--- src/rtl/fifo_flags.sv ---
// Synchronous FIFO with occupancy count, almost-full/almost-empty thresholds,
// selectable FWFT or registered read, and sticky overflow/underflow flags.
module fifo_flags #(
    parameter int B        = 8,
    parameter int W        = 4,
    parameter int AF_LEVEL = 2**W - 2,
    parameter int AE_LEVEL = 2,
    parameter bit FWFT     = 1'b1
) (
    input  logic         clk,
    input  logic         reset,
    input  logic         wr,
    input  logic [B-1:0] write_data,
    input  logic         rd,
    output logic [B-1:0] read_data,
    output logic         empty,
    output logic         full,
    output logic         almost_empty,
    output logic         almost_full,
    output logic [W:0]   count,
    output logic         overflow,
    output logic         underflow,
    input  logic         clr_err
);

    localparam int          DEPTH = 2**W;
    localparam logic [W:0]  FULL_COUNT = DEPTH[W:0];
    localparam logic [W:0]  AF_L = AF_LEVEL[W:0];
    localparam logic [W:0]  AE_L = AE_LEVEL[W:0];

    if (AF_LEVEL < 1 || AF_LEVEL > DEPTH) begin : g_bad_af_level
        $error("fifo_flags: AF_LEVEL out of range 1..2**W");
    end
    if (AE_LEVEL < 0 || AE_LEVEL > DEPTH - 1) begin : g_bad_ae_level
        $error("fifo_flags: AE_LEVEL out of range 0..2**W-1");
    end
    if (B < 1 || W < 1) begin : g_bad_size
        $error("fifo_flags: B and W must be at least 1");
    end

    logic [B-1:0] mem [DEPTH];
    logic [W-1:0] w_ptr;
    logic [W-1:0] r_ptr;
    logic [W:0]   count_q;
    logic         rd_acc;
    logic         wr_acc;

    // Handshake: wr/rd are single-cycle requests sampled on the rising edge.
    // A read is taken only when not empty; a write is taken when not full, or
    // when full but a read is taken on the same edge (the freed slot is reused).
    // Rejected requests are dropped and recorded in the sticky error flags.
    assign rd_acc = rd & ~empty;
    assign wr_acc = wr & (~full | rd_acc);

    assign count        = count_q;
    assign empty        = (count_q == '0);
    assign full         = (count_q == FULL_COUNT);
    assign almost_empty = (count_q <= AE_L);
    assign almost_full  = (count_q >= AF_L);

    // Storage is not reset; contents behind the pointers are meaningless after reset.
    always_ff @(posedge clk) begin
        if (!reset && wr_acc) begin
            mem[w_ptr] <= write_data;
        end
    end

    always_ff @(posedge clk) begin
        if (reset) begin
            w_ptr   <= '0;
            r_ptr   <= '0;
            count_q <= '0;
        end else begin
            if (wr_acc) begin
                w_ptr <= w_ptr + W'(1);
            end
            if (rd_acc) begin
                r_ptr <= r_ptr + W'(1);
            end
            case ({wr_acc, rd_acc})
                2'b10:   count_q <= count_q + (W+1)'(1);
                2'b01:   count_q <= count_q - (W+1)'(1);
                default: count_q <= count_q;
            endcase
        end
    end

    // Setting an error flag wins over clearing it on the same edge.
    always_ff @(posedge clk) begin
        if (reset) begin
            overflow  <= 1'b0;
            underflow <= 1'b0;
        end else begin
            overflow  <= (wr & ~wr_acc) | (overflow & ~clr_err);
            underflow <= (rd & empty)   | (underflow & ~clr_err);
        end
    end

    if (FWFT) begin : g_fwft
        assign read_data = mem[r_ptr];
    end else begin : g_registered
        logic [B-1:0] read_q;

        // Loaded from the old slot contents, so a same-edge write to r_ptr is not seen.
        always_ff @(posedge clk) begin
            if (reset) begin
                read_q <= '0;
            end else if (rd_acc) begin
                read_q <= mem[r_ptr];
            end
        end
        assign read_data = read_q;
    end

endmodule
--- config.mk ---
export PLATFORM = sky130hd
export DESIGN_NAME = fifo_flags
export DESIGN_NICKNAME = d
export VERILOG_FILES = /design/src/rtl/fifo_flags.sv
export SDC_FILE = /design/constraint.sdc
export NUM_CORES = 1
export LEC_CHECK = 0
export CELL_PAD_IN_SITES_DETAIL_PLACEMENT = 1
export CELL_PAD_IN_SITES_GLOBAL_PLACEMENT = 1
export CORE_MARGIN = 8
export CORE_UTILIZATION = 51
export DETAILED_ROUTE_END_ITERATION = 10
export PLACE_DENSITY_LB_ADDON = 0.1
export SETUP_SLACK_MARGIN = 0.15
export SYNTH_ARGS = -nofsm -noshare
export SYNTH_HDL_FRONTEND = slang
export SYNTH_SLANG_ARGS = --single-unit
--- constraint.sdc ---
create_clock -name clk -period 5.67 [get_ports clk]
set_input_delay 0.567 -clock clk [delete_from_list [all_inputs] [get_ports clk]]
set_output_delay 0.567 -clock clk [all_outputs]
set_load 0.02 [all_outputs]
## After elaboration in Yosys (flattened, before gate mapping)

Memories as Yosys holds them, arrays and structs flattened. A register that Yosys moved wholly into a read port is not among the register bits.
Cells that the tools add are included.

| storage, ports and cells | value |
|---|---|
| register bits after elaboration | 15 |
| output and inout bits | 19 |
| bits in writable memories | 128 |
| memories | 1 |

Memories:

| memory | depth | bits a word | read ports | clocked after Yosys merged registers in | wr ports | RTL line | RTL |
|---|---|---|---|---|---|---|---|
| mem | 16 | 8 | 1 | 1 | 1 | 41 | `logic [B-1:0] mem [DEPTH];` |

| operators by class | value |
|---|---|
| add/subtract/negate cells | 4 |
| order comparisons | 2 |
| reductions and logical operators | 4 |
| eq/ne operators | 3 |
| multiplexer cells | 5 |
| bitwise operators | 13 |

Operators with widths:

| operator | count |
|---|---|
| 5-bit case mux with 2 select lines | 1 |
| 4-bit by 1-bit adder with 4-bit output, second input constant | 2 |
| 4-bit 2-to-1 mux | 2 |
| 1-bit bitwise AND | 6 |
| 5-bit by 1-bit adder with 5-bit output, second input constant | 1 |
| 5-bit equality test, second input constant | 1 |
| 5-bit by 4-bit greater-or-equal comparator with 1-bit output, second input constant | 1 |
| 5-bit by 2-bit <= comparator with 1-bit output, second input constant | 1 |
| 5-bit zero test | 1 |
| 5-bit by 1-bit subtractor with 5-bit output, second input constant | 1 |
| 1-bit inverter | 4 |
| 1-bit OR | 3 |
| 2-bit by 1-bit equality test with 1-bit output, second input constant | 1 |
| 2-bit equality test, second input constant | 1 |
| 1-bit 2-to-1 mux | 2 |
| 2-bit nonzero test | 1 |
| 1-bit logical AND | 1 |
| 1-bit zero test | 1 |

## Depth between registers and ports, before layout

| logic depth | value |
|---|---|
| word-level depth | 8 |
| gate-level depth with buffers | 9 |
| gate-level depth less buffers | 8 |

## Worst setup path after synthesis

No wires, ideal clock.

| timing | value |
|---|---|
| kind | register to register |
| start | reg count_q[1] (netlist: count[1]) |
| end | reg count_q[4] (netlist: count[4]) |
| stages on the path, launching flop included | 9 |
| required time | 5.536 ns |
| arrival | 2.456 ns |
| clock period less this slack | 2.590 ns |
| path slack | 3.080 ns |
| path buffers | 0 |
| setup time | 0.134 ns |
| cells stage by stage | dfxtp_1 > or4_4 > o21ai_2 > inv_1 > ha_1 > nand2b_1 > o2bb2ai_1 > a2111oi_0 > or4_1 |

| between the ends | value |
|---|---|
| word-level cells in the longest chain between the ends | 7 |

Ends and longest elaborated chain:

| item | RTL line | RTL |
|---|---|---|
| start: declaration | 44 | `logic [W:0] count_q;` |
| start signal: assignment | 81 | `2'b10: count_q <= count_q + (W+1)'(1);` |
| start signal: assignment | 82 | `2'b01: count_q <= count_q - (W+1)'(1);` |
| start signal: assignment | 83 | `default: count_q <= count_q;` |
| 5-bit zero test | 56 | `assign empty = (count_q == '0);` |
| 1-bit inverter | 52 | `assign rd_acc = rd & ~empty;` |
| 1-bit bitwise AND | 52 |  |
| 1-bit OR | 53 | `assign wr_acc = wr & (~full \| rd_acc);` |
| 1-bit bitwise AND | 53 |  |
| 2-bit by 1-bit equality test with 1-bit output or 2-bit equality test (tied branches) | 80 | `case ({wr_acc, rd_acc})` |
| 5-bit case mux with 2 select lines or 2-bit nonzero test (tied branches) | n/a |  |

Several ways; a longest one is shown, not always the timed one.
A chain may end at the register's enable or synchronous reset.

==> summary.txt <==
# fillers - 1024
cells along the critical path - buf_4 > mux4_2 > a22oi_1 > nand2_1 > clkdlybuf4s50_1
overall die area - 0.0153 sq mm
number of antenna diodes - 0
area of the multi-input gates - 0.00159 sq mm
total negative slack for setup checks - 0 ns
run status - finished, final reports clean
crit-path leading delay family - flip-flops
Starting Density - 52.0%
routability congestion estimate from global placement - 0.754
RSZ-0062 raised after global routing - no
worst setup timing slack at the placement stage - 2.31 ns
worst-case clock buffer depth - 2
post-synthesis cell type with the largest combined area - sky130_fd_sc_hd__edfxtp_1
Leak Pwr - 2.27 nW
Post-Syn Instances - 340
sequential cell area fraction in the yosys report - 71.4%
final critical-path share of the clock period - 65.1%
critical path's slowest cell - sky130_fd_sc_hd__dfxtp_2
type of the most critical hold path - reg2reg
PnR worst setup slack - 1.98 ns
Worst VDD drop - 0.345 mV
largest net degree at the start of global routing - 33
Yosys cell types - 41
row cnt - 39
Vert. Die Dim - 124 um
critical path start-end classification - reg2out
number of remaining DRC errors - 0
Slew HR - 27.1%
x dimension of the die - 124 um
total detailed-routing wirelength - 13500 um
number of enable flip-flop cells after synthesis - 128
Skew-Pair Late Insertion Delay - 0.42 ns
Remaining Overflow, GRT - 0
Crit path required time - 5.10 ns
Final Skew - 0.00632 ns
largest cells by area after synthesis - sky130_fd_sc_hd__edfxtp_1 (65%), sky130_fd_sc_hd__mux4_2 (12%), sky130_fd_sc_hd__dfxtp_1 (6.4%), sky130_fd_sc_hd__nor2_1 (2.2%), sky130_fd_sc_hd__a22oi_1 (2.0%)
number of vias after detailed routing - 3171
maximum fanout encountered on the critical timing path - 25
data arrival time of the critical path - 3.12 ns
main flop type after synthesis - sky130_fd_sc_hd__edfxtp_1
wire length per cell after detailed routing - 25.3 um
antenna violation net count after detailed routing - 0
net count after synthesis - 362
Post-CTS Resized - 0
port buffer count - 31
top library cells by usage in the layout, fill and taps aside - sky130_fd_sc_hd__edfxtp_1 (128), sky130_fd_sc_hd__nor2_1 (34), sky130_fd_sc_hd__mux4_2 (32)
first-pass GRT wire length - 20400 um
count of routing violations after the opening detailed-route iteration - 232
clock slew at the register clock pins of the worst setup and hold paths - 0.06 ns
CTS tree - built
number of antenna violations at the first check in global routing - 0
TritonCTS buffer count - 17
Core Area - 0.0114 sq mm
via count of the first global-routing pass - 3507
buffers inserted during post-CTS setup optimization - 0
fraction of final layout cells with drive strength greater than 1 - 17.2%
Post-synth ARST share - 0%
synthesized cell area - 0.00591 sq mm
routed vias/inst - 5.96
half-perimeter wire length of the detailed placement result - 8600 um
CTS Hold Buffers Added - 0
sinks on the clock net - 147
global router's overall resource usage - 18.8%
Detailed Routing Iterations Pass 1 - 4
NumNets Final - 398
count of final max-slew check failures - 0
number of synthesis warnings - 0
max cap viols - 0
Worst setup EP type - output port
CP Launch Type - flop
Critical Path Max Stage Delay - 0.95 ns
slew of the pin with the lowest slew margin - 1.09 ns
final worst path period need - 3.69 ns
Final Hold Fails - 0
area added between synthesis and finish - 16.9%
Synth Area per Inst - 17.4 sq um
number of I/O pins - 32
total number of H-tree levels - 4
most common cell after layout, fill and taps aside - sky130_fd_sc_hd__edfxtp_1
Final Total Pwr - 3.11 mW
cell chosen for the clock root - sky130_fd_sc_hd__clkbuf_16
buffers and inverters on the worst path - 2
area used by sequential logic in the layout - 0.00423 sq mm
flip-flop and latch count after synthesis - 147
max frequency - 0.271 GHz
reg2reg setup slack - 2.75 ns
ratio of total power to cell area - 450 mW/mm^2
Setup-failing EPs final - 0
portion of synthesized cell area occupied by the leading cell type - 65.0%
-- per-layer routing --
metal  vias up  GRT usage [%]  wire, um
met1      1650           22.8      5570
li1       1417              -         -
met5         -              0         0
met4         0           7.00       238
met3        17           5.35       735
met2        87           31.6      6900
-- synth_stat cells (all sizes together), types with 3 or more instances --
| library cell | n |
|---|---|
| a21oi | 4 |
| a22oi | 16 |
| buf | 6 |
| clkbuf | 10 |
| dfxtp | 19 |
| edfxtp | 128 |
| ha | 8 |
| inv | 9 |
| mux2i | 4 |
| mux4 | 32 |
| nand2 | 14 |
| nand3 | 6 |
| nor2 | 34 |
| nor2b | 6 |
| nor3 | 4 |
| o211ai | 3 |
| o21a | 4 |
| o21ai | 5 |
| xor2 | 4 |
-- metrics by stage --
stage / std cells / utilization (%) / hold WS [ns] / instance area, sq um
final: 532 / 60.8 / 0.493 / 6910
after global routing: 532 / 60.8 / 0.541 / 6910
after CTS: 532 / 60.8 / 0.501 / 6910
after detailed placement: 500 / 55.8 / 0.482 / 6350
after global placement: 500 / 55.8 / 0.471 / 6350
after floorplan: 340 / - / 0.507 / 5910
-- worst reg2reg max path: cells and delay by family (launching register included) --
kind                       cells  cell delay (ns)
DFF                            1             0.39
buffers and inverters          1             0.20
adders and majority gates      1             0.37
AOI/OAI and AO/OA              3             0.55
and+or+nand+nor                3             1.30
-- cells by family (layout without fill, tap and decap cells) --
kind of cell	count (synthesis)	in the layout	synth area share [%]
compound gates	39	39	4.78
xor+xnor	6	6	0.889
fa+ha+maj	9	9	2.03
buf+inv	25	74	1.78
flops	147	147	71.4
mux	37	37	13.1
simple gates	77	77	6.05
-- layout make-up --
class,count,share of cell area [%]
Clock buffer,27,7.42
Clock inverter,5,0.724
Inverter,9,0.489
Multi-Input combinational cell,168,22.9
Sequential cell,147,61.1
Tap cell,143,2.59
Timing Repair Buffer,33,4.71
-- sequential cells by signal, indices dropped and copies added (netlist names), named ones only --
name	cells
w_ptr	4
mem	128
r_ptr	4
count	5
overflow	1
underflow	1
-- final timing paths --
path         cells past startpoint  startpoint           end
max                              5        flop  read_data[2]
min                              2    overflow      overflow
max reg2reg                      8    count[1]      count[4]
min reg2reg                      2    overflow      overflow
-- report_power, final --
group	switching, mW	total (mW)	leakage (nW)	internal, mW
Sequential	0.100	1.32	1.31	1.22
Clock	0.403	1.06	0.281	0.659
Combinational	0.353	0.728	0.680	0.375
(Power assumes the default switching activity.)
